`src/rtl/data_mem_responder_if.sv`:
```
// CPU data-memory bus plus console byte stream, shared by the CPU side (master) and the responder (slave).
interface data_mem_responder_if;
    logic [31:0] ALUResult;
    logic        MemWrite;
    logic [31:0] WriteData;
    logic [31:0] ReadData;
    logic        tx_valid;
    logic [7:0]  tx_data;
    logic        tx_ready;

    modport master (
        output ALUResult, MemWrite, WriteData, tx_ready,
        input  ReadData, tx_valid, tx_data
    );

    modport slave (
        input  ALUResult, MemWrite, WriteData, tx_ready,
        output ReadData, tx_valid, tx_data
    );
endinterface

```
`src/rtl/data_mem_responder.sv`:
```
// Data-memory responder: word RAM, console TX FIFO, status and cycle-counter MMIO registers.
// Optional DMEM_ADDR_CHECK_EN adds a registered addr_err pulse for misaligned or unmapped stores.
module data_mem_responder #(
    parameter int          DEPTH_WORDS = 64,
    parameter int          FIFO_DEPTH  = 8,
    parameter logic [31:0] MMIO_BASE   = 32'h0000_1000
) (
    input  logic clk,
    input  logic Reset,
`ifdef DMEM_ADDR_CHECK_EN
    output logic addr_err,
`endif
    data_mem_responder_if.slave bus
);
    localparam int AW = $clog2(DEPTH_WORDS);
    localparam int PW = $clog2(FIFO_DEPTH);
    localparam int CW = PW + 1;
    localparam logic [31:0]   RAM_BYTES = 32'(DEPTH_WORDS * 4);
    localparam logic [CW-1:0] FIFO_FULL = CW'(FIFO_DEPTH);

    logic [31:0]   addr;
    logic          ram_hit;
    logic          mmio_hit;
    logic [1:0]    reg_sel;
    logic [AW-1:0] ram_idx;

    assign addr     = bus.ALUResult;
    assign ram_hit  = (addr < RAM_BYTES);
    assign mmio_hit = (addr[31:4] == MMIO_BASE[31:4]);
    assign reg_sel  = addr[3:2];
    assign ram_idx  = addr[AW+1:2];

    logic [31:0] ram_q [DEPTH_WORDS];

    logic [31:0]   cycles_q, cycles_d;
    logic [CW-1:0] count_q, count_d;
    logic [PW-1:0] rd_ptr_q, rd_ptr_d;
    logic [PW-1:0] wr_ptr_q, wr_ptr_d;
    logic          ovf_q, ovf_d;
    logic [7:0]    fifo_mem_q [FIFO_DEPTH];

    logic push_req, clr_req, pop, push_ok, ovf_set;
    logic fifo_empty, fifo_full;
    logic [FIFO_DEPTH-1:0] entry_we;

    always_comb begin
        fifo_empty = (count_q == '0);
        fifo_full  = (count_q == FIFO_FULL);
        push_req   = bus.MemWrite && mmio_hit && (reg_sel == 2'd0);
        clr_req    = bus.MemWrite && mmio_hit && (reg_sel == 2'd3);
        pop        = !fifo_empty && bus.tx_ready;
        // A push into a full FIFO still lands when the head leaves in the same cycle.
        push_ok    = push_req && (!fifo_full || pop);
        ovf_set    = push_req && fifo_full && !pop;

        wr_ptr_d   = push_ok ? wr_ptr_q + PW'(1) : wr_ptr_q;
        rd_ptr_d   = pop ? rd_ptr_q + PW'(1) : rd_ptr_q;
        count_d    = count_q + CW'(push_ok) - CW'(pop);
        ovf_d      = ovf_set || (ovf_q && !clr_req);
        cycles_d   = cycles_q + 32'd1;
    end

    genvar gi;
    generate
        for (gi = 0; gi < FIFO_DEPTH; gi++) begin : g_entry_we
            assign entry_we[gi] = push_ok && (wr_ptr_q == PW'(gi));
        end
    endgenerate

    always_ff @(posedge clk) begin
        if (Reset) begin
            cycles_q <= '0;
            count_q  <= '0;
            rd_ptr_q <= '0;
            wr_ptr_q <= '0;
            ovf_q    <= 1'b0;
        end else begin
            cycles_q <= cycles_d;
            count_q  <= count_d;
            rd_ptr_q <= rd_ptr_d;
            wr_ptr_q <= wr_ptr_d;
            ovf_q    <= ovf_d;
        end
    end

    always_ff @(posedge clk) begin
        if (!Reset) begin
            for (int i = 0; i < FIFO_DEPTH; i++) begin
                if (entry_we[i]) begin
                    fifo_mem_q[i] <= bus.WriteData[7:0];
                end
            end
        end
    end

    // RAM is deliberately left unreset so it can map onto plain storage.
    always_ff @(posedge clk) begin
        if (bus.MemWrite && ram_hit) begin
            ram_q[ram_idx] <= bus.WriteData;
        end
    end

    logic [31:0] read_data;
    always_comb begin
        read_data = '0;
        if (ram_hit) begin
            read_data = ram_q[ram_idx];
        end else if (mmio_hit) begin
            case (reg_sel)
                2'd1:    read_data = {28'b0, ovf_q, fifo_full, fifo_empty, !fifo_empty};
                2'd2:    read_data = cycles_q;
                default: read_data = '0;
            endcase
        end
    end

    assign bus.ReadData = read_data;
    assign bus.tx_valid = !fifo_empty;
    assign bus.tx_data  = fifo_empty ? 8'h00 : fifo_mem_q[rd_ptr_q];

`ifdef DMEM_ADDR_CHECK_EN
    logic addr_err_q, addr_err_d;

    always_comb begin
        addr_err_d = bus.MemWrite && ((addr[1:0] != 2'b00) || (!ram_hit && !mmio_hit));
    end

    always_ff @(posedge clk) begin
        if (Reset) begin
            addr_err_q <= 1'b0;
        end else begin
            addr_err_q <= addr_err_d;
        end
    end

    assign addr_err = addr_err_q;
`else
    logic addr_low_unused;
    assign addr_low_unused = ^addr[1:0];
`endif
endmodule

```
`src/flat_wrapper.sv`:
```
// flat-port wrapper written by rule: the top's interface ports become plain ports
module data_mem_responder_flat 
#(
    parameter int          DEPTH_WORDS = 64,
    parameter int          FIFO_DEPTH  = 8,
    parameter logic [31:0] MMIO_BASE   = 32'h0000_1000
)
  (clk, Reset, bus_ALUResult, bus_MemWrite, bus_WriteData, bus_tx_ready, bus_ReadData, bus_tx_valid, bus_tx_data);
  data_mem_responder_if bus_i ();
  input  logic clk;
  input  logic Reset;
  input wire logic [$bits(bus_i.ALUResult)-1:0] bus_ALUResult;
  input wire logic [$bits(bus_i.MemWrite)-1:0] bus_MemWrite;
  input wire logic [$bits(bus_i.WriteData)-1:0] bus_WriteData;
  input wire logic [$bits(bus_i.tx_ready)-1:0] bus_tx_ready;
  output wire logic [$bits(bus_i.ReadData)-1:0] bus_ReadData;
  output wire logic [$bits(bus_i.tx_valid)-1:0] bus_tx_valid;
  output wire logic [$bits(bus_i.tx_data)-1:0] bus_tx_data;
  assign bus_i.ALUResult = bus_ALUResult;
  assign bus_i.MemWrite = bus_MemWrite;
  assign bus_i.WriteData = bus_WriteData;
  assign bus_i.tx_ready = bus_tx_ready;
  assign bus_ReadData = bus_i.ReadData;
  assign bus_tx_valid = bus_i.tx_valid;
  assign bus_tx_data = bus_i.tx_data;
  data_mem_responder #(.DEPTH_WORDS(DEPTH_WORDS), .FIFO_DEPTH(FIFO_DEPTH), .MMIO_BASE(MMIO_BASE)) u_core (.clk(clk), .Reset(Reset), .bus(bus_i));
endmodule
```
`config.mk`:
```
export PLATFORM = sky130hd
export DESIGN_NAME = data_mem_responder_flat
export DESIGN_NICKNAME = d
export VERILOG_FILES = /design/src/rtl/data_mem_responder_if.sv /design/src/rtl/data_mem_responder.sv /design/src/flat_wrapper.sv
export SDC_FILE = /design/constraint.sdc
export NUM_CORES = 2
export LEC_CHECK = 0
export BUFFER_PORTS_ARGS = -buffer_cell sky130_fd_sc_hd__buf_4
export CAP_MARGIN = 20
export CORE_MARGIN = 4
export CORE_UTILIZATION = 56
export CTS_CLUSTER_SIZE = 24
export DETAILED_ROUTE_END_ITERATION = 6
export PLACE_DENSITY = 0.72
export SETUP_SLACK_MARGIN = 0.2
export SKIP_CTS_REPAIR_TIMING = 1
export SYNTH_ARGS = -nofsm -noshare
export SYNTH_HDL_FRONTEND = slang
export SYNTH_SLANG_ARGS = --single-unit
```
`constraint.sdc`:
```
create_clock -name clk -period 4.19 [get_ports clk]
set_clock_uncertainty 0.2 [all_clocks]
set_input_delay 0.6285 -clock clk [delete_from_list [all_inputs] [get_ports clk]]
set_output_delay 0.6285 -clock clk [all_outputs]
set_load 0.01 [all_outputs]
```
# == Word level (Yosys, flattened, before mapping) ==
# Memories as Yosys holds them, arrays and structs flattened. A register that Yosys moved wholly into a read port is not among the register bits.
# Index checks and enable logic that the tools add are counted.
# classes
mux,53
reduce_logical,33
eq_ne,12
n_lt_le_gt_ge,1
n_addsub,5
# op_table
op,count
$mux 32,2
$mux 8,8
$pmux 32 s2,1
$reduce_or 8->1,7
$mux 1,33
$add 32x1->32 const B,1
$lt 32x9->1 const B,1
$eq 28x9->1 const B,1
$mux 3,9
$logic_and 1x1->1,17
$eq 3x3->1 const B,4
$add 3x1->3 const B,2
$eq 3x2->1 const B,2
$add 4x1->4,1
$eq 2x2->1 const B,2
$eq 4x4->1 const B,1
$logic_not 1->1,4
$logic_not 4->1,1
$sub 4x1->4,1
$eq 3x1->1 const B,1
$logic_not 3->1,1
$eq 2x1->1 const B,1
$logic_not 2->1,1
$logic_or 1x1->1,2
# word_totals
ram_bits,2112
wordCells,111
out_inout_bits,41
register_bits,43
memories,2
# memory_table
memory,words,word_bits,rd,rd_clocked_by_memory_dff,wr,line,source
u_core.ram_q,64,32,1,0,1,data_mem_responder.sv:33,logic [31:0] ram_q [DEPTH_WORDS];
u_core.fifo_mem_q,8,8,1,1,1,data_mem_responder.sv:40,logic [7:0] fifo_mem_q [FIFO_DEPTH];

# == Longest topological paths before layout ==
# depth
depth_word,17
depth_mapped,14
depth_no_buf,13

# == Worst setup path before layout ==
# OpenSTA, ideal clock, no wires.
# synth_path
path_kind,in2reg
from,in bus_ALUResult[27]
to,"mem u_core.ram_q[47][0], enable pin"
stages,6
setup_time_ns,0.421
setup_slack_ns,0.226
required_time_ns,3.569
arrival_time_ns,3.343
cell_sequence,nor4_1 > nand4_1 > or3_1 > or2_2 > clkbuf_1 > nor2_1
# synth_via
elab_chain_len,4
# synth_lines
element,line,source
start: declaration,flat_wrapper.sv:12,input wire logic [$bits(bus_i.ALUResult)-1:0] bus_ALUResult;
$lt 32x9->1,data_mem_responder.sv:28,assign ram_hit = (addr < RAM_BYTES);
$logic_and 1x1->1,data_mem_responder.sv:98,if (bus.MemWrite && ram_hit) begin
$mux 1,data_mem_responder.sv:98,
$mux 1 (implied by the code),data_mem_responder.sv:99,ram_q[ram_idx] <= bus.WriteData;
end: declaration,data_mem_responder.sv:33,
# Every way passes these cells.

# == Worst setup path in the final report ==
# layout_path
from,in bus_ALUResult[3]
to,out bus_ReadData[25]
# layout_via
elab_chain_len,4
word_cells_on_any_way,7
# layout_lines
element,line,source
"parallel branches: the longest is 3 deep, another holds $lt 32x9->1",--,
$mux 32 *,data_mem_responder.sv:106,if (ram_hit) begin
end: declaration,flat_wrapper.sv:16,output wire logic [$bits(bus_i.ReadData)-1:0] bus_ReadData;
# Mark *: on every way between the ends.

==> impl_metrics.yaml <==
grt:
  antenna_found_initial: 7
  grt_max_degree: 84
  grt_pass1_wl_um: 319000
  grt_pass1_vias: 46600
  grtUsageTotal_pct: 28.1
  grt.overflow.total: 0
yosys:
  syn_avg_cell_area_um2: 17.9
  ys_async_sr_fraction_pct: 0
  synthesis.nets: 4753
  synth_area_um2: 83500
  yosys-top-cells-area: "edfxtp_1 (76%), mux2i_1 (6.0%), a221oi_1 (3.1%), mux2_2 (1.6%), o22ai_1 (1.5%)"
  yosysTopAreaCellShare_pct: 75.9
  yosys.cell_types.count: 62
  seq_area_frac_synth_pct: 77.0
  synthCells: 4666
  yosys.area.top_type: "edfxtp_1"
  synth-main-ff-cell: "edfxtp_1"
  ys_seq_elements: 2158
  ys_warn_count: 0
  synth-edff-count: 2112
clock_tree:
  cts_made_buffers: 205
  cts.clk_slew.worst_paths_ns: 0.06
  h-tree-depth: 4
  cts_buffer_depth: 3
  cts.sinks: 2158
  worstSkewPairLatency_ns: 0.82
  root_buffer: "clkbuf_16"
  cts_tree: "built"
placement:
  place_area_um2: 90500
  dp_slack_ns: -0.0899
  hpwlAfterDp_um: 129000
  place.gp.congestion: 0.863
  numPortBuffers: 106
  dpl.cell_count: 6805
drt:
  via_per_inst: 6.69
  vias: 48100
  first_pass_iters: 6
  wl_per_cell_um: 31.2
  wl_um: 224000
  antenna_left: 0
  initialDrtViolationCount: 6340
  drcViolationCount: 0
worst_setup_path:
  path_max_fanout: 29
  cp.required_ns: 3.36
  crit_type: "input port to output port"
  cp_slowest_cell: "o21ai_1"
  endpoint_kind: "output port"
  max_stage_delay_ns: 0.37
  path_cells: "buf_6, nor2b_4, buf_12, buf_12, a221oi_1, o21ai_0, a22o_1, nor4b_2, buf_4, o21ai_1, buf_4"
  crit_path_start_kind: "input port"
  arrival_ns: 3.16
sta:
  maxSlewViolCount: 0
  rsz0062_at_grt: "yes"
  fin_ws_ns: 0.206
  setup_viol: 0
  finalCritPeriodShare_pct: 95.1
  fin_crit_ns: 3.98
  tightest_slew_ns: 0.894
  finalHoldViolCount: 0
  timing.fmax_ghz: 0.251
  slew_headroom_pct: 40.4
die:
  coreArea_um2: 148000
  dieWidth_um: 394
  num_io_pins: 109
  rows: 141
  die_h_um: 394
  initial_core_util_pct: 56.4
  dieArea_um2: 155000
power:
  ir_drop_v: 0.000423
  cellLeakagePower_uw: 0.0323
  p_per_area_nw_per_um2: 460
layout:
  drive_gt1_share_pct: 21.3
  syn_to_final_growth_pct: 16.8
  instances_no_fill: 7192
  fin_area_um2: 97600
  nets: 5181
worst_hold_path:
  min_path_type: "input port to register"
job:
  cap_viol_max_count: 0
status:
  status: "completed"
cells by family (layout without fill, tap and decap cells):
logic type	after synthesis	count (layout)	share of synthesized area, %
buf+inv	345	939	1.93
flops	2158	2158	77.0
compound gates	1099	1099	9.82
other cells	0	2	0
mux	656	656	8.46
xor+xnor	26	26	0.273
fa+ha+maj	19	19	0.294
simple gates	363	363	2.21
worst max-delay path: cells and delay by family:
kind,cells,cell delay (ns)
compound gates,4,1.09
buf+inv,5,1.03
simple gates,2,0.34
path summary, 6_finish.rpt:
kind                                                        end                         start  cells after the start  slack, ns
worst max register to register     u_core.count_q[2]$_SDFF_PP0_  u_core.count_q[1]$_SDFF_PP0_                     12       1.25
worst max-delay path                           bus_ReadData[25]              bus_ALUResult[3]                     11       0.21
worst min-delay path            u_core.rd_ptr_q[1]$_SDFFE_PP0P_                  bus_tx_ready                      4       0.02
worst min register to register          u_core.ovf_q$_SDFF_PP0_       u_core.ovf_q$_SDFF_PP0_                      2       0.27
Yosys cell counts (46+ instances only):
master    instances
o22a_1          125
o21ai_0         145
nand2_1          67
mux2i_1         504
nor2_1          152
buf_2           124
dfxtp_1          46
a221o_1          72
a22oi_1          70
mux2_2          121
a21oi_1          48
edfxtp_1       2112
a221oi_1        298
o22ai_1         203
clkbuf_1        156
placed cells by master (no fill, tap or decap), types with 40 or more instances in the layout:
cell type  instances
mux2_2           121
clkbuf_1          40
a22oi_1           69
a221o_1           72
o22ai_1          201
o21ai_1           56
nor2_4            66
nand2_1           67
dfxtp_1           46
clkinv_1          51
a21oi_1           47
buf_12           113
clkinv_2          44
buf_4            407
o21ai_0          132
edfxtp_1        2112
nor2_1            85
o22a_1           125
a221oi_1         283
mux2i_1          504
clkbuf_16        215
sequential cells by signal, summed over array words and instances, names as in the netlist, named ones only:
name,flops
u_core.wr_ptr_q,3
u_core.rd_ptr_q,3
u_core.fifo_mem_q,64
u_core.count_q,4
u_core.cycles_q,32
u_core.ovf_q,1
u_core.ram_q,2048
metal layers:
| layer | track usage [%] | up-vias | wire (um) |
|---|---|---|---|
| li1 | - | 20200 | - |
| met5 | 0 | - | 12 |
| met4 | 10.1 | 2 | 9210 |
| met2 | 44.5 | 2983 | 105000 |
| met1 | 39.1 | 24500 | 85300 |
| met3 | 5.89 | 465 | 25100 |
power by group:
part	total, uW	switching (uW)	internal [uW]
combinational	3070	1850	1210
sequential	23800	67.0	23700
clock	18000	7820	10200
layout make-up:
cell class              count  area, um^2
flip-flops and latches   2158       64300
clock inverters           124        1150
well taps                1930        2410
multi-input cells        2163       18400
clock buffers             249        5380
fillers                  9537       50400
repair buffers            545        5790
inverters                  21        86.3
diodes                      2        5.00
stage by stage:
step | hold WS, ns | setup TNS [ns] | total power, uW | util [%]
finish | 0.0236 | 0 | 44900 | 65.9
CTS | -0.0390 | -0.195 | 45000 | 65.5
global placement | 0.249 | -0.0655 | 27100 | 61.1
floorplan | 0.232 | 0 | 25700 | -
global route | 0.0219 | 0 | 46200 | 65.9
detailed placement | 0.249 | -0.171 | 27200 | 61.1
Power figures use the tool's default switching activity.
